--- src/rtl/audio_pkg.sv ---
// Shared audio constants for the FIR output path and the I2S transmitter.
// Contents:
//   AUDIO_W / AUDIO_DW / AUDIO_SLOT / AUDIO_BCLK_DIV : default sample width, bits sent per slot,
//                                                      BCLKs per slot, sys clocks per BCLK half
//   FRAME_BITS                                       : BCLK periods per stereo frame
//   SAT_MAX / SAT_MIN                                : signed limits of an AUDIO_DW-bit word
package audio_pkg;

  localparam int unsigned AUDIO_W        = 32;
  localparam int unsigned AUDIO_DW       = 24;
  localparam int unsigned AUDIO_SLOT     = 32;
  localparam int unsigned AUDIO_BCLK_DIV = 4;

  localparam int unsigned FRAME_BITS = 2 * AUDIO_SLOT;

  localparam int SAT_MAX = (2 ** (AUDIO_DW - 1)) - 1;
  localparam int SAT_MIN = -(2 ** (AUDIO_DW - 1));

endpackage

--- src/rtl/i2s_clk_gen.sv ---
// I2S master timing: divides the system clock into BCLK, counts bit positions within a frame
// and derives LRCLK plus single-cycle strobes used by the data path.
// Ports:
//   clock, reset  : system clock, synchronous active-high reset
//   bclk          : bit clock (registered)
//   lrclk         : 0 = left slot, 1 = right slot (registered, changes with bclk falling)
//   fall          : high in the system cycle whose edge takes bclk 1->0
//   frame_start   : fall that begins a new frame (bit count wraps, or first fall after reset)
//   next_pos      : slot bit position that becomes current at this fall (bit count mod SLOT)
module i2s_clk_gen
  import audio_pkg::*;
#(
  parameter int unsigned SLOT     = AUDIO_SLOT,
  parameter int unsigned BCLK_DIV = AUDIO_BCLK_DIV,
  localparam int unsigned PW      = $clog2(SLOT)
) (
  input  logic          clock,
  input  logic          reset,
  output logic          bclk,
  output logic          lrclk,
  output logic          fall,
  output logic          frame_start,
  output logic [PW-1:0] next_pos
);

  localparam int unsigned FrameLen = 2 * SLOT;
  localparam int unsigned CW       = $clog2(FrameLen);
  localparam int unsigned DVW      = (BCLK_DIV > 1) ? $clog2(BCLK_DIV) : 1;

  logic [DVW-1:0] div_q;
  logic           bclk_q;
  logic           lrclk_q;
  logic           first_q;
  logic [CW-1:0]  bit_q;
  logic [CW-1:0]  bit_nxt;
  logic           div_wrap;
  logic           last_bit;

  always_comb begin
    div_wrap    = (div_q == DVW'(BCLK_DIV - 1));
    last_bit    = (bit_q == CW'(FrameLen - 1));
    fall        = bclk_q & div_wrap;
    // After reset the bit count sits at 0 with nothing loaded, so the first fall also loads.
    frame_start = fall & (last_bit | first_q);
    bit_nxt     = last_bit ? '0 : bit_q + CW'(1);
    next_pos    = (bit_nxt >= CW'(SLOT)) ? PW'(bit_nxt - CW'(SLOT)) : PW'(bit_nxt);
  end

  always_ff @(posedge clock) begin
    if (reset) begin
      div_q   <= '0;
      bclk_q  <= 1'b0;
      lrclk_q <= 1'b0;
      first_q <= 1'b1;
      bit_q   <= '0;
    end else begin
      if (div_wrap) begin
        div_q  <= '0;
        bclk_q <= ~bclk_q;
      end else begin
        div_q <= div_q + DVW'(1);
      end
      if (fall) begin
        bit_q   <= bit_nxt;
        lrclk_q <= (bit_nxt >= CW'(SLOT));
        first_q <= 1'b0;
      end
    end
  end

  assign bclk  = bclk_q;
  assign lrclk = lrclk_q;

endmodule

--- src/rtl/i2s_tx_serializer.sv ---
// Master-mode I2S transmitter for the filtered mono stream. One saturated sample per frame is
// taken through a single-entry holding register and sent MSB-first in both L and R slots.
// Ports:
//   clock, reset  : system clock, synchronous active-high reset
//   sample_in     : signed W-bit sample from the filter
//   sample_valid  : sample_in valid this cycle
//   sample_ready  : holding register empty; transfer happens when valid & ready
//   i2s_bclk      : bit clock to codec
//   i2s_lrclk     : 0 = left slot, 1 = right slot
//   i2s_sdata     : serial data, updated on bclk falling edges (one-bit I2S delay)
//   underrun      : one-cycle pulse when a frame starts with the holding register empty
module i2s_tx_serializer
  import audio_pkg::*;
#(
  parameter int unsigned W        = AUDIO_W,
  parameter int unsigned DW       = AUDIO_DW,
  parameter int unsigned SLOT     = AUDIO_SLOT,
  parameter int unsigned BCLK_DIV = AUDIO_BCLK_DIV
) (
  input  logic         clock,
  input  logic         reset,
  input  logic [W-1:0] sample_in,
  input  logic         sample_valid,
  output logic         sample_ready,
  output logic         i2s_bclk,
  output logic         i2s_lrclk,
  output logic         i2s_sdata,
  output logic         underrun
);

  localparam int unsigned PW = $clog2(SLOT);

  logic          fall;
  logic          frame_start;
  logic [PW-1:0] next_pos;

  i2s_clk_gen #(
    .SLOT     (SLOT),
    .BCLK_DIV (BCLK_DIV)
  ) u_clk_gen (
    .clock       (clock),
    .reset       (reset),
    .bclk        (i2s_bclk),
    .lrclk       (i2s_lrclk),
    .fall        (fall),
    .frame_start (frame_start),
    .next_pos    (next_pos)
  );

  logic [DW-1:0] hold_q;
  logic          hold_full_q;
  logic          hold_full_d;
  logic          ready_q;
  // Word of the current frame; also the repeat source when the holding register is empty.
  logic [DW-1:0] word_q;
  logic          sdata_q;
  logic          underrun_q;

  logic [W-DW:0] upper;
  logic [DW-1:0] sat_val;
  logic          accept;
  logic [DW-1:0] load_word;
  logic [DW-1:0] frame_word;
  logic          sdata_d;

  // Saturate: in range iff every bit from the DW-bit sign position upward agrees.
  always_comb begin
    upper = sample_in[W-1:DW-1];
    if ((&upper) || !(|upper)) begin
      sat_val = sample_in[DW-1:0];
    end else if (sample_in[W-1]) begin
      sat_val = {1'b1, {(DW-1){1'b0}}};
    end else begin
      sat_val = {1'b0, {(DW-1){1'b1}}};
    end
  end

  always_comb begin
    accept      = sample_valid & ready_q;
    load_word   = hold_full_q ? hold_q : word_q;
    // A load and a write in the same cycle: the load takes the old contents, the write refills.
    hold_full_d = accept | (hold_full_q & ~frame_start);
    frame_word  = frame_start ? load_word : word_q;
    // Position p carries word[DW-p] for p in 1..DW; p = 0 and p > DW are padding zeros.
    sdata_d = 1'b0;
    for (int unsigned i = 0; i < DW; i++) begin
      if (next_pos == PW'(DW - i)) begin
        sdata_d = frame_word[i];
      end
    end
  end

  always_ff @(posedge clock) begin
    if (reset) begin
      hold_q      <= '0;
      hold_full_q <= 1'b0;
      ready_q     <= 1'b1;
      word_q      <= '0;
      sdata_q     <= 1'b0;
      underrun_q  <= 1'b0;
    end else begin
      hold_full_q <= hold_full_d;
      ready_q     <= ~hold_full_d;
      underrun_q  <= frame_start & ~hold_full_q;
      if (accept) begin
        hold_q <= sat_val;
      end
      if (frame_start) begin
        word_q <= load_word;
      end
      if (fall) begin
        sdata_q <= sdata_d;
      end
    end
  end

  assign sample_ready = ready_q;
  assign i2s_sdata    = sdata_q;
  assign underrun     = underrun_q;

endmodule

--- config.mk ---
export PLATFORM = sky130hd
export DESIGN_NAME = i2s_tx_serializer
export DESIGN_NICKNAME = d
export VERILOG_FILES = /design/src/rtl/audio_pkg.sv /design/src/rtl/i2s_clk_gen.sv /design/src/rtl/i2s_tx_serializer.sv
export SDC_FILE = /design/constraint.sdc
export NUM_CORES = 1
export LEC_CHECK = 0
export BUFFER_PORTS_ARGS = -buffer_cell sky130_fd_sc_hd__buf_2
export CAP_MARGIN = 30
export CORE_ASPECT_RATIO = 0.5
export CORE_MARGIN = 2
export CORE_UTILIZATION = 35
export DETAILED_ROUTE_END_ITERATION = 7
export GPL_TIMING_DRIVEN = 0
export HOLD_SLACK_MARGIN = 0.1
export SYNTH_ARGS = -nofsm -noshare
export SYNTH_HDL_FRONTEND = slang
export SYNTH_SLANG_ARGS = --single-unit
--- constraint.sdc ---
create_clock -name clock -period 2.5 [get_ports clock]
set_clock_uncertainty 0.05 [all_clocks]
set_input_delay 0.5 -clock clock [delete_from_list [all_inputs] [get_ports clock]]
set_output_delay 0.5 -clock clock [all_outputs]
set_load 0.01 [all_outputs]
==> impl_summary.txt, run 1 <==
----------------------------------------------------
[Worst setup path]
  Crit start category ... flop
  Crit-path slowest cell ... dfxtp_1
  Category of the critical setup timing path ... reg2reg
  Crit. End Element ... flop
  Delay of the slowest cell on the worst path ... around 0.47 ns
  Cell family with most CP delay ... compound AO/OA/AOI/OAI gates
  Cell-by-cell trace of the critical path ... nand4_1 > o21a_1 > buf_6 > mux2_4 > a311o_1 > a221o_1 > nand4b_1 > a22o_1
  Buf+Inv Stages, Crit Path ... 1
  Arr. time, crit path ... 2.65 ns
  Biggest fanout along the worst timing path ... 6
  Endpoint required time on the critical path ... 2.72 ns

[Detailed routing]
  DRC Markers ... 0
  Number of nets still failing antenna checks after routing ... 0
  Vias per inst ... approximately 5.2
  Total iterations of the first detailed-routing run ... 5
  Total via count in the routed design ... ~2800
  DRT iter0 DRCs ... 230
  DR WL/cell ... 14.9 µm
  Detailed-route wire length ... 7980 µm

[GRT]
  All-Layer GR Usage ... around 17%
  Antenna violations before repair ... 0
  Vias in the first global route ... about 2500
  Wire length of the first global-routing pass ... between 10000 and 15000 µm
  Remaining global-route overflow ... 0
  Maximum number of pins on one net before global-route repair ... 12

[Synthesis]
  Distinct cells, synth ... 50
  Synthesized area per cell ... between 8 and 9 µm²
  Area share of fa/ha/maj cells after synthesis ... 2.47%
  Synthesized net count ... just over 400
  Count of flip-flops with a built-in enable after synthesis ... 0
  Synthesized instance count ... around 370
  Basic-gate share of the synthesized area counting and, or, nand and nor cells ... 23.8%
  Post-synthesis async set-or-reset flop share ... 0%
  Synth warnings ... 0
  Number of synthesized register bits ... 63
  Xor/xnor cell area share of the yosys netlist ... 1.44%
  Main combinational cell family by area after synthesis ... simple AND/OR/NAND/NOR gates
  Netlist area before placement ... 3040 µm²
  Most used flip-flop cell after synthesis ... dfxtp_1
  Compound-cell area share of the yosys netlist ... 17.0%
  Share of synthesized area spent on multiplexers ... just under 9%
  Sequential area share after synthesis ... between 40% and 50%

[Die]
  Die Ht ... roughly 70 µm
  Area of the core ... between 8000 and 9000 µm²
  Initial core utilization ... ~37%
  Count of pins on the block boundary ... 40
  Chip Width ... 136 µm
  Die Area ... 9500 µm²
  Rows ... 23

[Clock network]
  Clock input transition at the sequential cells of the worst setup and hold paths ... about 0.05 ns
  Worst-Skew Late Latency ... around 0.33 ns
  Number of sinks driven by the clock tree ... 63
  Number of levels in the clock H-tree ... 3
  Deepest clock path buffer count ... 2
  Clock buffer count from CTS ... 9
  TritonCTS clock tree ... done
  Root buf cell ... clkbuf_16

[Final layout]
  Non-Filler Instances ... roughly 540
  Fin nets ... 459
  Layout Area Growth over Synthesis ... 28.2%
  Proportion of layout cells with a drive suffix above 1 ... a little over a fifth
  Antenna Diode Count ... 0

[Power and ir drop]
  IR Drop Worst-Case VDD ... ~0.32 mV
  Standby leakage power ... between 1.5 and 2 nW
  Power density over the cells ... 635 nW/µm²

[Timing]
  Final hold violation count ... 0
  Total Negative Setup Slacks ... 0 ns
  Slew HR ... roughly 57%
  Maximum clock frequency ... around 0.41 GHz
  Unrepaired setup endpoints after global routing ... no
  Worst-margin pin slew ... between 0.6 and 0.7 ns
  Share of the clock period used by the worst path ... slightly below 100%
  Final number of max-transition violations ... 0
  Final period demand of the worst path ... approximately 2.4 ns
  Finish-stage setup viols ... 0

[Outcome]
  Status ... finished, final reports clean

[Placed design]
  Final HPWL from detailed placement ... 5630 µm
  Count of buffers from port buffering ... 38
  Final RePlAce weighted congestion ... roughly 0.92
  Placed instance count ... around 520

[Worst hold path]
  Type of the tightest min-delay check ... in2reg

[Run]
  Max-cap violations ... 0

----------------------------------------------------
path summary, 6_finish.rpt:
check / start / cells after the start / slack [ns] / end
setup / recovery: u_clk_gen.bit_q[3]$_SDFFE_PP0P_ / 8 / 0.07 / i2s_sdata$_SDFFE_PP0P_
hold / removal: sample_in[31] / 3 / 0.38 / hold_q[23]$_SDFFE_PP0P_
setup reg to reg: u_clk_gen.bit_q[3]$_SDFFE_PP0P_ / 8 / 0.07 / i2s_sdata$_SDFFE_PP0P_
hold reg to reg: u_clk_gen.div_q[0]$_SDFF_PP0_ / 1 / 0.39 / u_clk_gen.div_q[0]$_SDFF_PP0_
Yosys cell counts, drive strengths merged, types with 3 or more instances:
cell type / n / area [µm²]
a211oi: 3 / 22.5
a21o: 4 / 30.0
a21oi: 33 / 165
and2: 6 / 37.5
buf: 8 / 56.3
clkbuf: 18 / 67.6
dfxtp: 63 / 1260
ha: 6 / 75.1
inv: 7 / 26.3
mux2: 6 / 71.3
mux2i: 20 / 200
nand2: 25 / 93.8
nand3: 7 / 35.0
nand3b: 3 / 22.5
nand4: 9 / 62.6
nor2: 54 / 203
nor2b: 10 / 62.6
nor3: 27 / 135
o21ai: 14 / 70.1
o22ai: 3 / 18.8
xor2: 3 / 26.3
routing by layer:
metal  vias up  wire length [µm]  global-route usage [%]
met1      1302              4050                    23.6
li1       1401                 -                       -
met4         0               110                    5.90
met5         -                 0                       0
met2        72              3310                    24.0
met3        16               513                    6.25
tightest hold or removal path, cell delays in order:
cell	delay (ns)
buf_2	0.11
nand2_1	0.05
a21oi_1	0.05
kinds of logic (layout without fill, tap and decap cells):
| family | Yosys count | in the layout |
|---|---|---|
| adder cells (fa/ha/maj) | 6 | 6 |
| AND/OR/NAND/NOR | 151 | 151 |
| flip-flops | 63 | 63 |
| XOR/XNOR | 5 | 5 |
| buffers and inverters | 33 | 90 |
| multiplexers | 26 | 26 |
| AO/OA/AOI/OAI | 82 | 82 |
through the flow:
| stage | utilization (%) | power (W) | worst slack, ns | area (µm²) | hold slack, ns |
|---|---|---|---|---|---|
| after global routing | 47.4 | 0.00258 | 0.0100 | 3900 | 0.407 |
| after detailed placement | 41.0 | 0.00125 | -0.362 | 3370 | 0.375 |
| final | 47.4 | 0.00248 | 0.0703 | 3900 | 0.384 |
| after CTS | 45.1 | 0.00249 | 0.00567 | 3710 | 0.378 |
| after floorplan | - | 0.00118 | 0.118 | 3040 | 0.354 |
| after global placement | 41.0 | 0.00124 | -0.344 | 3370 | 0.366 |
cells in the final DEF, fill, tap and decap left out, types with 4 or more instances in the layout:
| master | netlist | routed |
|---|---|---|
| mux2i_4 | 0 | 5 |
| nand3_1 | 7 | 6 |
| nand2_1 | 25 | 25 |
| nor2b_1 | 10 | 10 |
| clkbuf_1 | 18 | 19 |
| nor2_1 | 54 | 53 |
| clkbuf_16 | 0 | 10 |
| and2_1 | 6 | 6 |
| ha_1 | 6 | 4 |
| buf_2 | 3 | 40 |
| buf_4 | 4 | 5 |
| nor3_1 | 27 | 27 |
| mux2i_2 | 0 | 4 |
| a21o_1 | 4 | 4 |
| a21oi_1 | 33 | 33 |
| dfxtp_1 | 63 | 60 |
| o21ai_0 | 12 | 11 |
| nand4_1 | 8 | 8 |
| mux2_2 | 5 | 5 |
| inv_1 | 7 | 7 |
| mux2i_1 | 20 | 11 |
cell type report:
| cell class | instances | area (µm²) |
|---|---|---|
| clock inverters | 5 | 56.3 |
| well taps | 112 | 140 |
| repair buffers | 42 | 235 |
| clock buffers | 11 | 243 |
| inverters | 7 | 26.3 |
| multi-input cells | 270 | 1780 |
| plain buffers | 25 | 146 |
| flip-flops and latches | 63 | 1270 |
| fillers | 838 | 4330 |
sequential cells by signal (all words and copies together), names as in the netlist:
register and cells:
u_clk_gen.first_q 1, u_clk_gen.bclk 1, hold_full_q 1, underrun 1
word_q 24, sample_ready 1, i2s_sdata 1, u_clk_gen.lrclk 1
u_clk_gen.bit_q 6, hold_q 24, u_clk_gen.div_q 2
power breakdown:
part | internal, W | switching [W] | leakage (nW)
clock network | 0.000797 | 0.000444 | 0.146
logic | 0.0000656 | 0.0000899 | 0.900
registers | 0.00105 | 0.0000320 | 0.516
total | 0.00191 | 0.000566 | 1.56
timing repair:
action	in CTS	in global routing
pin swaps	0	6
gates resized for setup	13	29
gates cloned	0	2
hold buffers	0	0
buffers inserted	0	2
setup endpoints to repair	1	1
Note: power is estimated with default switching activity, not from simulation.
==> run 2, diff against run 1 <==
--- a/config.mk
+++ b/config.mk
@@ -7,12 +7,15 @@
 export LEC_CHECK = 0
 export BUFFER_PORTS_ARGS = -buffer_cell sky130_fd_sc_hd__buf_2
 export CAP_MARGIN = 30
+export CELL_PAD_IN_SITES_DETAIL_PLACEMENT = 1
+export CELL_PAD_IN_SITES_GLOBAL_PLACEMENT = 1
 export CORE_ASPECT_RATIO = 0.5
 export CORE_MARGIN = 2
 export CORE_UTILIZATION = 35
 export DETAILED_ROUTE_END_ITERATION = 7
 export GPL_TIMING_DRIVEN = 0
 export HOLD_SLACK_MARGIN = 0.1
+export PLACE_DENSITY_LB_ADDON = 0.1
 export SYNTH_ARGS = -nofsm -noshare
 export SYNTH_HDL_FRONTEND = slang
 export SYNTH_SLANG_ARGS = --single-unit
==> run 2 against run 1 <==
  * Sequential power about the same
  * Final area up 0.93%
  * Total power up 2.5%
  * Register-to-register slack better by 0.02 ns
  * First-iteration DRC count down 30%
  * Clock power up 4%
  * Routed wire length up 25%
  * Sequential cell count unchanged
  * Via count up 3.2%
==> impl_summary.txt, run 2 (same netlist as run 1, synthesis figures left out) <==
----------------------------------------------------
[Detailed routing]
  Detailed-route wire length ... 9950 µm (was 7980 µm)
  DRC Markers ... 0 (unchanged)
  DRT iter0 DRCs ... 160 (was 230)
  Number of nets still failing antenna checks after routing ... 0 (unchanged)
  Total iterations of the first detailed-routing run ... 4 (was 5)
  Total via count in the routed design ... 2879 (was 2791)
  Vias per inst ... 5.35 (was 5.22)
  DR WL/cell ... 18.5 µm (was 14.9 µm)

[GRT]
  Remaining global-route overflow ... 0 (unchanged)
  Antenna violations before repair ... 0 (unchanged)
  All-Layer GR Usage ... 21.3% (was 17.0%)
  Wire length of the first global-routing pass ... 15700 µm (was 12400 µm)
  Maximum number of pins on one net before global-route repair ... 11 (was 12)
  Vias in the first global route ... 3080 (was 2503)

[Die]
  Area of the core ... 8230 µm² (unchanged)
  Count of pins on the block boundary ... 40 (unchanged)
  Initial core utilization ... 37.0% (unchanged)
  Rows ... 23 (unchanged)
  Die Ht ... 69.9 µm (unchanged)
  Die Area ... 9500 µm² (unchanged)
  Chip Width ... 136 µm (unchanged)

[Final layout]
  Registers with the most flip-flops ... hold_q x24, word_q x24, u_clk_gen.bit_q x6 (unchanged)
  Proportion of layout cells with a drive suffix above 1 ... 23.0% (was 21.7%)
  Most frequent standard cell in the layout excluding fill and tap cells ... dfxtp_1 (unchanged)
  Layout Area Growth over Synthesis ... 29.3% (was 28.2%)
  Total of fill cells in the finished design ... 995 (was 838)
  Area of the multi-input gates ... 1780 µm² (about the same)
  Antenna Diode Count ... 0 (unchanged)
  Area occupied by registers ... 1270 µm² (about the same)
  Finished layout cell area ... 3940 µm² (was 3900 µm²)
  Fin nets ... 463 (was 459)
  Commonest cells after routing, fill and taps aside ... dfxtp_1, nor2_1, buf_2, a21oi_1, nor3_1 (unchanged)
  Post-layout utilization of the core ... 47.8% (was 47.4%)

[Clock network]
  Clock buffer count from CTS ... 9 (unchanged)
  Clock input transition at the sequential cells of the worst setup and hold paths ... 0.05 ns (about the same)
  Hold-fix buffers, CTS ... 0 (unchanged)
  Number of sinks driven by the clock tree ... 63 (unchanged)
  Deepest clock path buffer count ... 2 (unchanged)
  TritonCTS clock tree ... done (unchanged)
  Root buf cell ... clkbuf_16 (unchanged)
  Worst-Skew Late Latency ... 0.33 ns (about the same)
  Number of levels in the clock H-tree ... 3 (unchanged)

[Worst setup path]
  Crit. End Element ... flop (unchanged)
  Endpoint required time on the critical path ... 2.72 ns (about the same)
  FF-to-FF Start ... u_clk_gen.bit_q[1]$_SDFFE_PP0P_ (was u_clk_gen.bit_q[3]$_SDFFE_PP0P_)
  Category of the critical setup timing path ... reg2reg (unchanged)
  Register-to-register setup slack ... 0.09 ns (was 0.07 ns)
  Crit start category ... flop (unchanged)
  Endpoint of the worst-slack reg-to-reg timing path ... i2s_sdata$_SDFFE_PP0P_ (unchanged)
  Arr. time, crit path ... 2.63 ns (was 2.65 ns)
  Biggest fanout along the worst timing path ... 8 (was 6)
  Logic depth of the worst register-to-register path ... 9 (was 8)

[Timing]
  Finish-stage setup viols ... 0 (unchanged)
  Total Negative Setup Slacks ... 0 ns (unchanged)
  Final period demand of the worst path ... 2.41 ns (was 2.43 ns)
  Worst-margin pin slew ... 0.671 ns (was 0.639 ns)
  Final number of max-transition violations ... 0 (unchanged)
  Worst slack on hold paths ... 0.387 ns (was 0.384 ns)
  Slew HR ... 55.3% (was 57.4%)
  Maximum clock frequency ... 0.415 GHz (was 0.412 GHz)
  Unrepaired setup endpoints after global routing ... no (unchanged)
  Share of the clock period used by the worst path ... 96.3% (was 97.2%)
  Final hold violation count ... 0 (unchanged)

[Worst hold path]
  Cell count of the worst hold path ... 1 (was 3)
  WHS Endpoint ... u_clk_gen.div_q[0]$_SDFF_PP0_ (was hold_q[23]$_SDFFE_PP0P_)
  Type of the tightest min-delay check ... reg2reg (was in2reg)
  Hold path startpoint ... u_clk_gen.div_q[0]$_SDFF_PP0_ (was sample_in[31])

[Power and ir drop]
  IR Drop Worst-Case VDD ... 0.377 mV (was 0.315 mV)
  Standby leakage power ... 1.59 nW (was 1.56 nW)
  Total power ... 0.00254 W (was 0.00248 W)
  Power density over the cells ... 645 nW/µm² (was 635 nW/µm²)

[Placed design]
  Final RePlAce weighted congestion ... 0.817 (was 0.923)
  Final HPWL from detailed placement ... 7100 µm (was 5630 µm)
  Count of buffers from port buffering ... 38 (unchanged)
  Post-Place Cell Area ... 3370 µm² (unchanged)

[Run]
  Max-cap violations ... 0 (unchanged)

[Outcome]
  Status ... finished, final reports clean (unchanged)

----------------------------------------------------
-- run 2: changes by cell type in the layout (fill, tap and decap cells not counted), sizes merged --
cell	change
clkinvlp	-1
buf	+5
inv	-1
clkbuf	+1
clkinv	-1
-- run 2: through the flow --
stage	instances	worst slack, ns
6_report	538	0.0928
5_1_grt	538	0.00141
2_1_floorplan	366	0.118
3_5_place_dp	516	-0.478
3_3_place_gp	516	-0.511
4_1_cts	531	0.0167
-- run 2: power by group --
group | internal, W | switching (W)
combinational | 0.0000663 | 0.0000973
sequential | 0.00105 | 0.0000357
clock | 0.000850 | 0.000442
-- run 2: worst max-delay path, cell delays in order, from the launching register on --
cell and delay (ns):
dfxtp_4 0.39, ha_4 0.17, nand4_2 0.12, o21a_1 0.23
buf_6 0.15, mux2_4 0.30, a311o_1 0.35, a221o_1 0.35
nand4b_1 0.11, a22o_1 0.13
-- run 2: cell type report --
type	instances	share of cell area, %
multi-input combinational	270	45.2
sequential	63	32.3
timing repair buffer	47	6.93
clock buffer	13	6.86
tap	112	3.56
buffer	24	3.50
clock inverter	2	0.985
inverter	7	0.667
-- run 2: how the worst max path moves through the flow --
stage	start	depth (start not counted)	end
3_5_place_dp	u_clk_gen.bit_q[0]$_SDFFE_PP0P_	9	i2s_sdata$_SDFFE_PP0P_
2_1_floorplan	u_clk_gen.bit_q[1]$_SDFFE_PP0P_	9	i2s_sdata$_SDFFE_PP0P_
4_1_cts	u_clk_gen.div_q[0]$_SDFF_PP0_	11	i2s_sdata$_SDFFE_PP0P_
6_report	u_clk_gen.bit_q[1]$_SDFFE_PP0P_	9	i2s_sdata$_SDFFE_PP0P_
5_1_grt	u_clk_gen.bit_q[2]$_SDFFE_PP0P_	11	i2s_sdata$_SDFFE_PP0P_
3_3_place_gp	u_clk_gen.bit_q[1]$_SDFFE_PP0P_	9	i2s_sdata$_SDFFE_PP0P_
-- run 2: repair_timing --
action	in CTS	in global routing
cloned	0	2
pin swaps	0	5
resized for setup	28	15
endpoints found under the hold margin	0	0
setup buffers	0	7
endpoints found under the setup margin	1	1
-- run 2: per-layer routing --
metal	global-route usage, %	up-vias	part of all wire, %	wire (µm)
li1	-	1407	-	-
met1	29.9	1400	51	5080
met2	33.9	60	43	4290
met3	4.36	12	4.8	473
met4	4.51	0	1.1	108
met5	0	-	0	0
